<file path="src/rtl/spi_cipher_responder_if.sv">
// rtl/spi_cipher_responder_if.sv - SPI pin bundle between master and cipher responder
interface spi_cipher_responder_if;
  logic sclk;
  logic cs;
  logic sdi;
  logic sdo;

  modport slave  (input sclk, input cs, input sdi, output sdo);
  modport master (output sclk, output cs, output sdi, input sdo);
endinterface

</file>
<file path="src/rtl/spi_cipher_responder.sv">
// rtl/spi_cipher_responder.sv - oversampling SPI mode-0 responder feeding key/msg to the AES path
module spi_cipher_responder #(
  parameter int nk      = 8,
  parameter int nb      = 4,
  parameter int nr      = 14,
  parameter int RES_LAT = 2
) (
  input  logic                in_clk,
  input  logic                rst,
  spi_cipher_responder_if.slave spi,
  output logic [32*nk-1:0]    to_enc_dec_key,
  output logic [32*nb-1:0]    to_enc_dec_msg,
  input  logic [32*nb-1:0]    from_enc_dec_msg,
  output logic                data_done,
  output logic                result_ready,
  output logic                frame_err
);

  localparam int KW = 32 * nk;
  localparam int MW = 32 * nb;
  localparam int FL = KW + MW;
  localparam int CW = $clog2(FL + 1);

  if (RES_LAT < 1 || RES_LAT > 15 || nr != nk + 6) begin : g_param_check
    $error("spi_cipher_responder: illegal parameter set");
  end

  typedef enum logic [1:0] {S_IDLE, S_SHIFT, S_WAIT} state_t;

  state_t         state_q, state_d;
  logic [1:0]     sclk_sync_q, cs_sync_q, sdi_sync_q;
  logic           sclk_prev_q, cs_prev_q;
  logic [CW-1:0]  cnt_q, cnt_d;
  logic [FL-1:0]  rx_q, rx_d;
  logic [MW-1:0]  tx_q, tx_d;
  logic [MW-1:0]  res_q, res_d;
  logic [KW-1:0]  key_q, key_d;
  logic [MW-1:0]  msg_q, msg_d;
  logic           ready_q, ready_d;
  logic           done_q, done_d;
  logic           err_q, err_d;
  logic           pend_q, pend_d;
  logic [3:0]     lat_q, lat_d;

  logic           sclk_rise, sclk_fall, cs_rise, cs_fall;
  logic           rx_en, shift_bit, lat_hit;
  logic [CW-1:0]  cnt_inc;
  logic [FL-1:0]  rx_after;

  assign sclk_rise = sclk_sync_q[1] & ~sclk_prev_q;
  assign sclk_fall = ~sclk_sync_q[1] & sclk_prev_q;
  assign cs_rise   = cs_sync_q[1] & ~cs_prev_q;
  assign cs_fall   = ~cs_sync_q[1] & cs_prev_q;

  // A frame that started while waiting for the cipher keeps sampling bits.
  assign rx_en     = (state_q == S_SHIFT) || ((state_q == S_WAIT) && pend_q);
  assign shift_bit = rx_en && sclk_rise && (cnt_q < CW'(FL));
  assign cnt_inc   = shift_bit ? cnt_q + 1'b1 : cnt_q;
  assign rx_after  = shift_bit ? {rx_q[FL-2:0], sdi_sync_q[1]} : rx_q;
  assign lat_hit   = (lat_q == 4'(RES_LAT - 1));

  assign spi.sdo        = tx_q[MW-1] & ~cs_sync_q[1];
  assign to_enc_dec_key = key_q;
  assign to_enc_dec_msg = msg_q;
  assign data_done      = done_q;
  assign result_ready   = ready_q;
  assign frame_err      = err_q;

  // Synchronize the asynchronous SPI pins and keep previous values for edge detection.
  always_ff @(posedge in_clk or posedge rst) begin
    if (rst) begin
      sclk_sync_q <= '0;
      cs_sync_q   <= '0;
      sdi_sync_q  <= '0;
      sclk_prev_q <= 1'b0;
      cs_prev_q   <= 1'b0;
    end else begin
      sclk_sync_q <= {sclk_sync_q[0], spi.sclk};
      cs_sync_q   <= {cs_sync_q[0], spi.cs};
      sdi_sync_q  <= {sdi_sync_q[0], spi.sdi};
      sclk_prev_q <= sclk_sync_q[1];
      cs_prev_q   <= cs_sync_q[1];
    end
  end

  // FSM state register.
  always_ff @(posedge in_clk or posedge rst) begin
    if (rst) state_q <= S_IDLE;
    else     state_q <= state_d;
  end

  // FSM next-state: frame start, frame end (full or short), cipher settle.
  always_comb begin
    state_d = state_q;
    case (state_q)
      S_IDLE:  if (cs_fall) state_d = S_SHIFT;
      S_SHIFT: if (cs_rise) state_d = (cnt_inc == CW'(FL)) ? S_WAIT : S_IDLE;
      S_WAIT:  if (lat_hit) state_d = (pend_q || cs_fall) ? S_SHIFT : S_IDLE;
      default: state_d = S_IDLE;
    endcase
  end

  // FSM outputs: next values of the shift registers, result capture and pulses.
  always_comb begin
    cnt_d   = cnt_inc;
    rx_d    = rx_after;
    tx_d    = tx_q;
    res_d   = res_q;
    key_d   = key_q;
    msg_d   = msg_q;
    ready_d = ready_q;
    done_d  = 1'b0;
    err_d   = 1'b0;
    pend_d  = pend_q;
    lat_d   = lat_q;
    case (state_q)
      S_IDLE: begin
        if (cs_fall) begin
          tx_d    = res_q;
          ready_d = 1'b0;
          cnt_d   = '0;
        end
      end
      S_SHIFT: begin
        if (sclk_fall) tx_d = {tx_q[MW-2:0], 1'b0};
        if (cs_rise) begin
          if (cnt_inc == CW'(FL)) begin
            key_d  = rx_after[FL-1:MW];
            msg_d  = rx_after[MW-1:0];
            done_d = 1'b1;
            lat_d  = '0;
            pend_d = 1'b0;
          end else begin
            err_d = 1'b1;
          end
        end
      end
      S_WAIT: begin
        if (cs_fall) begin
          pend_d = 1'b1;
          cnt_d  = '0;
        end
        if (cs_rise) pend_d = 1'b0;
        if (lat_hit) begin
          res_d = from_enc_dec_msg;
          if (pend_q || cs_fall) begin
            tx_d    = from_enc_dec_msg;
            ready_d = 1'b0;
            pend_d  = 1'b0;
          end else begin
            ready_d = 1'b1;
          end
        end else begin
          lat_d = lat_q + 4'd1;
        end
      end
      default: ;
    endcase
  end

  // Datapath registers.
  always_ff @(posedge in_clk or posedge rst) begin
    if (rst) begin
      cnt_q   <= '0;
      rx_q    <= '0;
      tx_q    <= '0;
      res_q   <= '0;
      key_q   <= '0;
      msg_q   <= '0;
      ready_q <= 1'b0;
      done_q  <= 1'b0;
      err_q   <= 1'b0;
      pend_q  <= 1'b0;
      lat_q   <= '0;
    end else begin
      cnt_q   <= cnt_d;
      rx_q    <= rx_d;
      tx_q    <= tx_d;
      res_q   <= res_d;
      key_q   <= key_d;
      msg_q   <= msg_d;
      ready_q <= ready_d;
      done_q  <= done_d;
      err_q   <= err_d;
      pend_q  <= pend_d;
      lat_q   <= lat_d;
    end
  end

endmodule

</file>
<file path="src/flat_wrapper.sv">
// flat-port wrapper written by rule: the top's interface ports become plain ports
module spi_cipher_responder_flat 
#(
  parameter int nk      = 8,
  parameter int nb      = 4,
  parameter int nr      = 14,
  parameter int RES_LAT = 2
)
  (in_clk, rst, to_enc_dec_key, to_enc_dec_msg, from_enc_dec_msg, data_done, result_ready, frame_err, spi_sclk, spi_cs, spi_sdi, spi_sdo);
  spi_cipher_responder_if spi_i ();
  input  logic in_clk;
  input  logic rst;
  output logic [32*nk-1:0] to_enc_dec_key;
  output logic [32*nb-1:0] to_enc_dec_msg;
  input  logic [32*nb-1:0] from_enc_dec_msg;
  output logic data_done;
  output logic result_ready;
  output logic frame_err;
  input wire logic [$bits(spi_i.sclk)-1:0] spi_sclk;
  input wire logic [$bits(spi_i.cs)-1:0] spi_cs;
  input wire logic [$bits(spi_i.sdi)-1:0] spi_sdi;
  output wire logic [$bits(spi_i.sdo)-1:0] spi_sdo;
  assign spi_i.sclk = spi_sclk;
  assign spi_i.cs = spi_cs;
  assign spi_i.sdi = spi_sdi;
  assign spi_sdo = spi_i.sdo;
  spi_cipher_responder #(.nk(nk), .nb(nb), .nr(nr), .RES_LAT(RES_LAT)) u_core (.in_clk(in_clk), .rst(rst), .spi(spi_i), .to_enc_dec_key(to_enc_dec_key), .to_enc_dec_msg(to_enc_dec_msg), .from_enc_dec_msg(from_enc_dec_msg), .data_done(data_done), .result_ready(result_ready), .frame_err(frame_err));
endmodule
</file>
<file path="config.mk">
export PLATFORM = sky130hd
export DESIGN_NAME = spi_cipher_responder_flat
export DESIGN_NICKNAME = d
export VERILOG_FILES = /design/src/rtl/spi_cipher_responder_if.sv /design/src/rtl/spi_cipher_responder.sv /design/src/flat_wrapper.sv
export SDC_FILE = /design/constraint.sdc
export NUM_CORES = 2
export LEC_CHECK = 0
export ABC_AREA = 1
export BUFFER_PORTS_ARGS = -buffer_cell sky130_fd_sc_hd__buf_2
export CELL_PAD_IN_SITES_DETAIL_PLACEMENT = 0
export CELL_PAD_IN_SITES_GLOBAL_PLACEMENT = 1
export CORE_ASPECT_RATIO = 0.8
export CORE_UTILIZATION = 35
export DETAILED_ROUTE_END_ITERATION = 6
export PLACE_DENSITY = 0.61
export REMOVE_ABC_BUFFERS = 1
export SETUP_SLACK_MARGIN = 0.4
export SYNTH_ARGS = -nofsm -noshare
export SYNTH_HDL_FRONTEND = slang
export SYNTH_SLANG_ARGS = --single-unit
</file>
<file path="constraint.sdc">
create_clock -name in_clk -period 44.4 [get_ports in_clk]
set_input_delay 8.88 -clock in_clk [delete_from_list [all_inputs] [get_ports in_clk]]
set_output_delay 8.88 -clock in_clk [all_outputs]
set_load 0.02 [all_outputs]
</file>
==> flow_metrics.env <==
export IMPL_insertion_delay_ns=0.74
export IMPL_antenna_left=0
export IMPL_hold_path_class="reg -> reg"
export IMPL_syn_avg_cell_area_um2=8.924
export IMPL_path_cells="buf_2 > inv_8 > buf_4 > buf_4 > buf_12 > buf_4"
export IMPL_clk_pin_slew_ns=0.06
export IMPL_vdd_ir_drop_worst_uv=60.06
export IMPL_crit_top_cell="buf_4"
export IMPL_grt_overflow_total=0
export IMPL_status="completed"
export IMPL_root_buffer="clkbuf_16"
export IMPL_final_nets=5280
export IMPL_maxSlewViolCount=0
export IMPL_final_area_mm2=0.05058
export IMPL_hold_start="u_core.cs_sync_q[0]"
export IMPL_crit_type="in -> async"
export IMPL_rows=114
export IMPL_clock_sinks=1051
export IMPL_r2r_start="u_core.state_q[0]"
export IMPL_synth_edf_count=0
export IMPL_grt_pass1_vias=33290
export IMPL_syn_area_mm2=0.04315
export IMPL_gp_congestion=0.7413
export IMPL_max_cap_violations=0
export IMPL_grtUsageTotal=0.2019
export IMPL_die_x_um=394.5
export IMPL_final_period_utilization=0.2785
export IMPL_cts_resized=0
export IMPL_die_area_mm2=0.1247
export IMPL_cts_buffer_depth=3
export IMPL_via_per_inst=4.917
export IMPL_place_area_mm2=0.04671
export IMPL_start_kind="primary input"
export IMPL_die_h_um=316.0
export IMPL_start_util=0.3550
export IMPL_worstRegToRegCells=17
export IMPL_postCtsHoldBufs=0
export IMPL_leakage_nw=27.05
export IMPL_synth_area_top_cells="dfrtp_1 61%, nand2_1 16%, nand4_1 5.6%"
export IMPL_syn_to_final_growth_pct=17.24
export IMPL_cts_buffers=113
export IMPL_fmax_ghz=0.08086
export IMPL_tightest_slew_ns=1.239
export IMPL_crit_slowest_cell="buf_4"
export IMPL_rsz0062_at_grt="no"
export IMPL_min_period_ns=12.37
export IMPL_port_buffers=520
export IMPL_cp_buffers_inverters=6
export IMPL_path_max_fanout=159
export IMPL_power_density_mw_per_mm2=48.25
export IMPL_min_path_cells=0
export IMPL_drcViolationCount=0
export IMPL_ys_types=30
export IMPL_synth_most_common_cell="nand2_1"
export IMPL_core_area_mm2=0.1215
export IMPL_yosys_most_used_dff="dfrtp_1"
export IMPL_cp_data_required_time_ns=45.12
export IMPL_synth_seq_cells=1051
export IMPL_clock_skew_ns=0.03141
export IMPL_drive_gt1_frac=0.1456
export IMPL_whs_endpoint="u_core.cs_sync_q[1]"
export IMPL_end_kind="asynchronous set/reset pin"
export IMPL_rrSetupSlack_ns=37.11
export IMPL_routed_wl_mm=125.8
export IMPL_syn_inst=4835
export IMPL_crit_path_max_incr_delay_ns=0.88
export IMPL_antenna_found_initial=3
export IMPL_dp_hpwl_mm=72.57
export IMPL_timing_rr_end="u_core.to_enc_dec_key[13]"
export IMPL_tritoncts="built"
export IMPL_cp_top_family="buffers and inverters"
export IMPL_drt_iter0_markers=2244
export IMPL_ioPinCount=521
export IMPL_cp_startpoint="rst"
export IMPL_grt_max_degree=256
export IMPL_arrival_ns=13.09
export IMPL_timing_slew_headroom=0.1739
export IMPL_first_pass_iters=5
export IMPL_seq_area_frac_synth=0.6096
export IMPL_synth_common_cells="1892 x nand2_1, 1051 x dfrtp_1, 433 x o21ai_0"
export IMPL_finalHoldViolations=0
export IMPL_yosysTopAreaCellShare=0.6096
export IMPL_wl_per_cell_um=18.34
export IMPL_async_reset_ff_frac=1.000
export IMPL_setup_viol=0
export IMPL_via_count=33720
export IMPL_tns_ns=0
export IMPL_grt_pass1_wl_mm=200.9
export IMPL_yosysTopAreaCell="dfrtp_1"
export IMPL_synth_warnings=0
export IMPL_post_cts_setup_buffers=0
export IMPL_num_antenna_cells=0
export IMPL_h_tree_depth=3
## worst max path at each step
stage               slack [ns]                    endpoint  cells after the start
finish                   32.03            u_core.rx_q[291]                      6
global route             31.37  u_core.to_enc_dec_key[165]                      6
CTS                      31.91            u_core.rx_q[173]                      6
detailed placement       31.10  u_core.to_enc_dec_key[163]                      6
global placement         31.05  u_core.to_enc_dec_key[163]                      6
floorplan                 5.94             u_core.cnt_q[0]                      1
## sequential cells by signal (all words and copies together) (netlist names), 4 cells and up
register / cells
u_core.to_enc_dec_key: 256
u_core.tx_q: 128
u_core.res_q: 128
u_core.to_enc_dec_msg: 128
u_core.rx_q: 384
u_core.cnt_q: 9
u_core.lat_q: 4
## stage by stage
step                      hold WS, ns  setup WS (ns)    util  cells  total power, mW
after detailed placement       0.3347          31.10  0.3844   6649            1.485
after CTS                      0.3521          31.91  0.4162   6859            2.478
after global routing           0.3645          31.37  0.4162   6859            2.572
final                          0.3490          32.03  0.4162   6859            2.441
after global placement         0.3334          31.05  0.3844   6649            1.484
after floorplan                0.3312          5.938       -   4467            1.363
## layer usage
| layer | routed length (µm) | track usage | share of wire | vias up |
|---|---|---|---|---|
| met3 | 5266 | 0.03638 | 0.042 | 154 |
| li1 | - | - | - | 16460 |
| met4 | 2982 | 0.05312 | 0.024 | 0 |
| met5 | 0 | 0 | 0 | - |
| met2 | 56300 | 0.3066 | 0.45 | 608 |
| met1 | 61270 | 0.2966 | 0.49 | 16500 |
## where the power goes
| part | leakage, nW | internal, mW | switching (mW) |
|---|---|---|---|
| sequential | 13.7 | 1.03 | 0.0178 |
| clock | 1.92 | 0.570 | 0.406 |
| combinational | 11.4 | 0.107 | 0.315 |
## cell type report
cell class | count | area (µm²)
fillers | 12440 | 70940
repair buffers | 558 | 3000
flip-flops and latches | 1051 | 26300
clock buffers | 173 | 3413
well taps | 1624 | 2032
clock inverters | 37 | 454.2
multi-input cells | 3043 | 13970
inverters | 373 | 1413
## cell usage in the layout (no fill, tap or decap), types with 7 or more instances in the layout
| cell type | netlist | final |
|---|---|---|
| buf_12 | 0 | 9 |
| buf_2 | 68 | 520 |
| buf_4 | 4 | 29 |
| bufinv_16 | 0 | 7 |
| clkbuf_1 | 274 | 24 |
| clkbuf_16 | 0 | 113 |
| clkbuf_8 | 0 | 36 |
| clkinv_2 | 0 | 21 |
| dfrtp_1 | 1051 | 1051 |
| inv_1 | 369 | 367 |
| nand2_1 | 1892 | 1891 |
| nand3_1 | 146 | 146 |
| nand4_1 | 386 | 386 |
| nor2_1 | 31 | 29 |
| o21ai_0 | 433 | 433 |
| o221ai_1 | 126 | 126 |
## kinds of logic (layout without fill, tap and decap cells)
group                    count (synthesis)  count (layout)  share of synthesized area
AND/OR/NAND/NOR                       2462            2462                     0.2417
AO/OA/AOI/OAI                          569             569                    0.07711
flip-flops                            1051            1051                     0.6096
adder cells (fa/ha/maj)                  7               7                   0.002030
multiplexers                             1               1                  0.0002610
XOR/XNOR                                 4               4                  0.0008121
buffers and inverters                  741            1141                    0.06853
No activity file was read; power rests on OpenSTA's default activity.
